--- src/rtl/section_value_gen.sv ---
// Per-lane initial values for consecutive raster sections: lanes are filled
// serially by a running subtract, later sections subtract res*LANES per lane.

module section_lane #(
  parameter int VW = 18
) (
  input  logic          clk,
  input  logic          n_rst,
  input  logic          wr,
  input  logic [VW-1:0] wr_val,
  input  logic          adv,
  input  logic [VW-1:0] step,
  output logic [VW-1:0] val
);
  always_ff @(posedge clk) begin
    if (n_rst)    val <= '0;
    else if (wr)  val <= wr_val;
    else if (adv) val <= val - step;
  end
endmodule

module section_value_gen #(
  parameter int LANES = 30,
  parameter int VW    = 18,
  parameter int RW    = 9,
  parameter int SW    = 4
) (
  input  logic                clk,
  input  logic                n_rst,
  input  logic                start,
  input  logic [VW-1:0]       corner_b,
  input  logic [RW-1:0]       res,
  input  logic [SW-1:0]       num_sect,
  output logic                busy,
  output logic                out_valid,
  input  logic                out_ready,
  output logic [SW-1:0]       out_sect,
  output logic                out_last,
  output logic [LANES*VW-1:0] load_val
);
  localparam int KW = (LANES > 2) ? $clog2(LANES) : 1;
  localparam int PW = (RW + 32 > VW) ? RW + 32 : VW;

  localparam logic [1:0] IDLE    = 2'd0;
  localparam logic [1:0] FILL    = 2'd1;
  localparam logic [1:0] PRESENT = 2'd2;

  logic [1:0]                 state;
  logic [VW-1:0]              acc, step;
  logic [KW-1:0]              k;
  logic [RW-1:0]              res_q;
  logic [SW-1:0]              num_q;
  logic [PW-1:0]              prod;
  logic                       adv;
  logic [LANES-1:0][VW-1:0]   lanes;

  // full-width product, truncated only when stored
  assign prod     = PW'(res) * PW'(LANES);
  assign adv      = (state == PRESENT) && out_valid && out_ready && !out_last;
  assign busy     = (state != IDLE);
  assign load_val = lanes;

  for (genvar i = 0; i < LANES; i++) begin : g_lane
    section_lane #(.VW(VW)) u_lane (
      .clk    (clk),
      .n_rst  (n_rst),
      .wr     ((state == FILL) && (k == KW'(i))),
      .wr_val (acc),
      .adv    (adv),
      .step   (step),
      .val    (lanes[i])
    );
  end

  always_ff @(posedge clk) begin
    if (n_rst) begin
      state     <= IDLE;
      acc       <= '0;
      step      <= '0;
      k         <= '0;
      res_q     <= '0;
      num_q     <= '0;
      out_valid <= 1'b0;
      out_sect  <= '0;
      out_last  <= 1'b0;
    end else begin
      case (state)
        IDLE: begin
          if (start && (num_sect != '0)) begin
            res_q <= res;
            num_q <= num_sect;
            acc   <= corner_b;
            k     <= '0;
            step  <= prod[VW-1:0];
            state <= FILL;
          end
        end
        FILL: begin
          acc <= acc - VW'(res_q);
          k   <= k + 1'b1;
          if (k == KW'(LANES - 1)) begin
            state     <= PRESENT;
            out_valid <= 1'b1;
            out_sect  <= '0;
            out_last  <= (num_q == SW'(1));
          end
        end
        PRESENT: begin
          if (out_ready) begin
            if (out_last) begin
              state     <= IDLE;
              out_valid <= 1'b0;
              out_last  <= 1'b0;
            end else begin
              out_sect <= out_sect + 1'b1;
              out_last <= (SW'(out_sect + 1'b1) == SW'(num_q - 1'b1));
            end
          end
        end
        default: state <= IDLE;
      endcase
    end
  end
endmodule
--- config.mk ---
export PLATFORM = sky130hd
export DESIGN_NAME = section_value_gen
export DESIGN_NICKNAME = d
export VERILOG_FILES = /design/src/rtl/section_value_gen.sv
export SDC_FILE = /design/constraint.sdc
export NUM_CORES = 2
export LEC_CHECK = 0
export CAP_MARGIN = 20
export CORE_UTILIZATION = 60
export CTS_CLUSTER_DIAMETER = 50
export DETAILED_ROUTE_END_ITERATION = 7
export DONT_BUFFER_PORTS = 1
export GPL_TIMING_DRIVEN = 0
export PLACE_DENSITY = 0.79
export SYNTH_ARGS = -nofsm -noshare
export SYNTH_HDL_FRONTEND = slang
export SYNTH_HIERARCHICAL = 1
export SYNTH_SLANG_ARGS = --single-unit
--- constraint.sdc ---
create_clock -name clk -period 4.7 [get_ports clk]
set_input_delay 0.94 -clock clk [delete_from_list [all_inputs] [get_ports clk]]
set_output_delay 0.94 -clock clk [all_outputs]
set_load 0.03 [all_outputs]
* Word-level counts from Yosys, hierarchy flattened *
Index checks and enable logic that the tools add are counted.

word-level totals
  register bits after elaboration = 597
  input port bits = 35
  output and inout port bits = 547
  logic and storage cells = 270

operators by class
  add/subtract/negate cells = 34
  multipliers = 1
  equality and inequality tests = 38
  mux-type cells = 81
  reductions and logical operators = 77

operator list
  cell                    number
  $mux W18                61
  $sub A18 B14 Y18        30
  $eq A5 B5 Y1 const B    14
  $reduce_bool A2 Y1      33
  $eq A5 B4 Y1 const B    8
  $pmux W18 S2            1
  $logic_and A1 B1 Y1     34
  $eq A5 B3 Y1 const B    4
  $sub A18 B9 Y18         1
  $mul A9 B4 Y13 const B  1
  $mux W4                 3
  $reduce_and A4 Y1       3
  $eq A5 B2 Y1 const B    2
  $pmux W5 S2             1
  $mux W2                 4
  $ne A2 B2 Y1 const B    4
  $pmux W4 S2             1
  $mux W1                 6
  $pmux W2 S3             1
  $add A5 B1 Y5 const B   1
  $eq A5 B1 Y1 const B    1
  $logic_not A5 Y1        1
  $mux W5                 1
  $add A4 B1 Y4 const B   1
  other kinds (12)        14

* Longest topological paths before layout *
  depth after elaboration = 6
  gate-level depth with buffers = 12
  depth with buffers taken out = 10

* By module *
The synthesis kept the hierarchy.

modules (own cells, without submodules)
  module                                times used  cells an instance  area each (um2)  seq. area each (um2)
  section_lane (g_lane[24].u_lane ...)  13          250                1871.8           360.3
  section_lane (g_lane[0].u_lane ...)   12          236                1784.2           360.3
  section_lane (g_lane[12].u_lane ...)  3           252                1830.5           360.3
  section_value_gen                     1           538                4256.6           1121.1
  section_lane (g_lane[11].u_lane)      1           239                1803.0           360.3
  section_lane (g_lane[9].u_lane)       1           236                1760.4           360.3

* Worst setup path before layout *
Ideal clock, no wire load.

  path kind = input-to-reg
  from = in out_ready
  to = reg g_lane[24].u_lane.val[17]
  setup time = 0.079 ns
  data arrival time = 4.813 ns
  data required time = 4.621 ns
  path slack = -0.192 ns
  stages on the path = 8
  buffers on the path = 0
  cells stage by stage = nand3b_1 -> nor2_1 -> and2_1 -> clkinv_1 -> nor3_1 -> nand2_1 -> or3b_1 -> o211ai_1

on the way
  word-level cells in the longest chain between the ends = 3

ends and longest elaborated chain
  what                                 line  RTL
  start: declaration                   36    input logic out_ready,
  $logic_and A1 B1 Y1 (2 in a row)     59    assign adv = (state == PRESENT) && out_valid && out_ready && !out_last;
  named net adv                        54    logic adv;
  $reduce_bool A2 Y1 (no source line)  -
  end signal: assignment               17    else if (wr) val <= wr_val;
  end signal: assignment               18    else if (adv) val <= val - step;
  end: declaration                     13    output logic [VW-1:0] val

The timed path passes the listed nets, and every way through them passes these cells.
A chain may end at the register's enable or synchronous reset.

* Worst setup path after layout *
  from = reg state[0]
  to = reg g_lane[26].u_lane.val[11]

on the way
  word-level cells in the longest chain between the ends = 5
  elaborated cells on any way between the ends = 8
  classes of those cells = eq/ne (2); mux (1); reduce/logical (5)

ends and longest elaborated chain
  what                                 line  RTL
  start: declaration                   48    logic [1:0] state;
  start signal: assignment             77    state <= IDLE;
  start signal: assignment             95    state <= FILL;
  start signal: assignment             102   state <= PRESENT;
  $eq A2 B2 Y1                         59
  $logic_and A1 B1 Y1 (3 in a row)     59
  $reduce_bool A2 Y1 (no source line)  -
  end signal: assignment               17
  end signal: assignment               18
  end: declaration                     13

Several ways; a longest one is shown, not always the timed one.

==> impl_metrics.csv <==
group,metric,value,unit
place,dp_slack,742,ps
routing,drc,0,
layout,drive_above_1_share,0.0733,
outcome,outcome,"complete, no violations",
floorplanning,io_pins,582,
layout,multi_input_comb_area,0.0431,mm²
synth,synth_top_cell_by_area,"dfxtp_1",
floorplanning,die_h,316,µm
power,p_seq_frac,0.302,
power,combPwrFrac,0.313,
power,leakage,27.0,nW
synth,synthDistinctLibCells,114,
timing,rsz0062_at_grt,"no",
power,power,0.0200,W
place,place_inst,9342,
synth,synth_xor_area_frac,0.0268,
worst_setup_path,critPathKind,"reg -> reg",
place,gp_congestion,1.01,
clock_network,worstSkewPairLatency,690,ps
synth,muxShareOfSynthArea,0.0106,
power,switching_power,0.00770,W
clock_network,cts_made_buffers,101,
global_route,grt_max_degree,56,
place,dp_hpwl,158000,µm
power,p_int,0.0123,W
global_route,grt-ovfl-total,0,
worst_setup_path,crit_path_max_fanout,10,
floorplanning,start_util,0.608,
worst_setup_path,crit_required,5260,ps
routing,vias,64054,
synth,synthAdderAreaFrac,0.131,
timing,fin_crit,4260,ps
clock_network,clock_sinks,596,
timing,fin_ws,435,ps
place,port_buffers,0,
clock_network,cts-hold-fix-buffers,0,
layout,stdcell_count,9532,
job,maxCapViolations,0,
power,vdd_drop_max,0.277,mV
layout,fillCellCount,8308,
routing,antenna_left,0,
routing,wl_per_cell,24.5,µm
global_route,grt_pass1_vias,57998,
clock_network,cts_resized,0,
synth,synth_flop_cell,"dfxtp_1",
synth,ys_top_cells_by_area,"dfxtp_1, ha_1, a21oi_1",
routing,drtPass1Iterations,8,
layout,fin_area,0.0654,mm²
floorplanning,core,0.0971,mm²
synth,syn-mean-instance-area,7.52,µm²
clock_network,postCtsSetupBuffers,0,
timing,max_slew_margin,0.172,
timing,setup_viol,0,
synth,synthSimpleGateAreaFrac,0.232,
power,pwr-share-clk,0.385,
timing,clock_skew,37.1,ps
clock_network,clock_path_buffers,3,
synth,synth_warnings,6,
clock_network,cts_tree,"built",
routing,wl,234000,µm
clock_network,clk_pin_slew,70,ps
synth,synth_compound_area_frac,0.317,
synth,synth-seq-cells,596,
hold_path,holdCritPathClass,"in -> reg",
synth,synth_top_area_frac,0.202,
global_route,track_usage,0.448,
floorplanning,dieWidth,316,µm
routing,avgViaCountPerCell,6.72,
synth,synthCells,7851,
timing,timing.fmax,234,MHz
timing,worst_pin_slew,1240,ps
place,placed_cell_area,0.0619,mm²
worst_setup_path,critical_path_arrival,4830,ps
synth,synth_top_family_by_area,"compound AO/OA/AOI/OAI gates",
floorplanning,die_area,0.0997,mm²
synth,netlist_area,0.0591,mm²
routing,drt_iter0_drc,7260,
timing,finalHoldViolations,0,
power,power_density,305,mW/mm²
synth,synth-seq-area-share,0.202,
timing,tns,0,ps
clock_network,cts_root_buf,"clkbuf_16",
global_route,antenna_found_initial,19,
synth,synth-edff-count,0,
global_route,grt_first_pass_wirelength,348000,µm
power,p_sw_frac,0.385,
synth,synthArstFlopShare,0,
timing,drv_slew,0,
worst_setup_path,worst_setup_path_end_kind,"flop",
floorplanning,core.rowCount,114,
clock_network,h-tree-depth,3,
worst_setup_path,worst_setup_path_start_kind,"flop",
timing,period_share,0.907,
layout,seq_area,0.0120,mm²
layout,area_growth_syn_to_layout,10.7,%
layout,nNetsFinal,8793,
layout by cell type (no fill, tap or decap), types with 134 or more instances in the layout:
cell | netlist | routed
a211oi_1 | 160 | 160
a21o_1 | 284 | 284
a21oi_1 | 799 | 799
clkbuf_1 | 259 | 268
conb_1 | 1 | 198
dfxtp_1 | 596 | 565
ha_1 | 543 | 543
inv_1 | 777 | 777
nand2_1 | 478 | 478
nor2_1 | 585 | 585
nor2b_1 | 274 | 274
nor3_1 | 334 | 334
o21a_1 | 134 | 134
o21ai_0 | 230 | 230
or3_1 | 136 | 136
xnor2_1 | 141 | 141
path summary, 6_finish.rpt:
check | from | endpoint | slack [ps] | cells past startpoint
hold / removal | res[8] | res_q[8]$_SDFFE_PP0P_ | 400 | 2
hold reg to reg | res_q[5]$_SDFFE_PP0P_ | res_q[5]$_SDFFE_PP0P_ | 460 | 2
setup / recovery | state[0]$_SDFFE_PP0P_ | g_lane[26].u_lane/val[11]$_SDFFE_PP0P_ | 440 | 9
setup reg to reg | state[0]$_SDFFE_PP0P_ | g_lane[26].u_lane/val[11]$_SDFFE_PP0P_ | 440 | 9
stage by stage:
step / hold slack [ps] / util
2_1_floorplan: 436 / -
3_5_place_dp: 450 / 0.638
4_1_cts: 369 / 0.673
3_3_place_gp: 446 / 0.632
5_1_grt: 391 / 0.673
6_report: 396 / 0.673
synth_stat cells (32+ instances only):
cell type  count
a211oi_2      38
o31ai_1       48
nor2b_1      274
nand2b_1      77
o21ai_0      230
a21oi_1      799
inv_1        777
nand3_1      133
a211oi_1     160
a211o_1       35
o22ai_1       43
a21o_1       284
and2_1        32
buf_2         44
fa_1          46
mux2i_1       60
and3_1       102
ha_1         543
nor2_1       585
or3_1        136
nor3b_1      117
nand3b_1      46
nor3_1       334
dfxtp_1      596
o31a_1        93
xnor2_1      141
a31oi_1      123
clkbuf_1     259
xor2_1        40
o21a_1       134
or4_1         32
o211ai_1     118
buf_1         55
nand4b_1      33
nand2_1      478
a221oi_1      75
o2111ai_1     78
state kept, by name (all words and copies together), names as in the netlist, 2 cells and up:
name / flops
g_lane.u_lane/val: 540
acc: 18
step: 12
res_q: 9
k: 5
num_q: 4
out_sect: 4
state: 2
kinds of logic (layout without fill, tap and decap cells):
| family | count (synthesis) | in the layout |
|---|---|---|
| AOI/OAI and AO/OA | 2636 | 2636 |
| xor gates and xnor gates | 181 | 181 |
| adders and majority gates | 589 | 589 |
| buffers and inverters | 1195 | 1397 |
| DFF | 596 | 596 |
| muxes | 62 | 62 |
| other | 1 | 204 |
| and+or+nand+nor | 2591 | 2591 |
power by group through the flow:
stage / clock, W / sequential, W / combinational (W)
3_3_place_gp: 0 / 0.00631 / 0.00565
6_report: 0.00769 / 0.00602 / 0.00626
3_5_place_dp: 0 / 0.00606 / 0.00600
2_1_floorplan: 0 / 0.00552 / 0.00470
5_1_grt: 0.00795 / 0.00595 / 0.00681
4_1_cts: 0.00773 / 0.00595 / 0.00605
per-layer routing:
layer,global-route usage,share of wire,up-vias
met2,0.660,0.41,3968
met4,0.348,0.089,18
met3,0.158,0.14,1121
met5,0,0.00053,-
met1,0.529,0.36,29700
li1,-,-,29247
critical path: stages, from the launching register on:
cell and delay [ps]:
dfxtp_1 450, nor2b_1 160, clkbuf_1 320, clkbuf_1 430, nand3_1 740, nor2_1 820
clkbuf_1 420, buf_1 500, a21oi_1 160, o31a_1 150
final cells by class:
type,count,share of cell area
multi-input combinational,6257,0.659
sequential,596,0.184
inverter,803,0.0461
clock buffer,126,0.0429
buffer,392,0.0273
tap,1276,0.0244
clock inverter,58,0.00989
timing repair buffer,18,0.00643
antenna,6,0.000230
(Power assumes the default switching activity.)
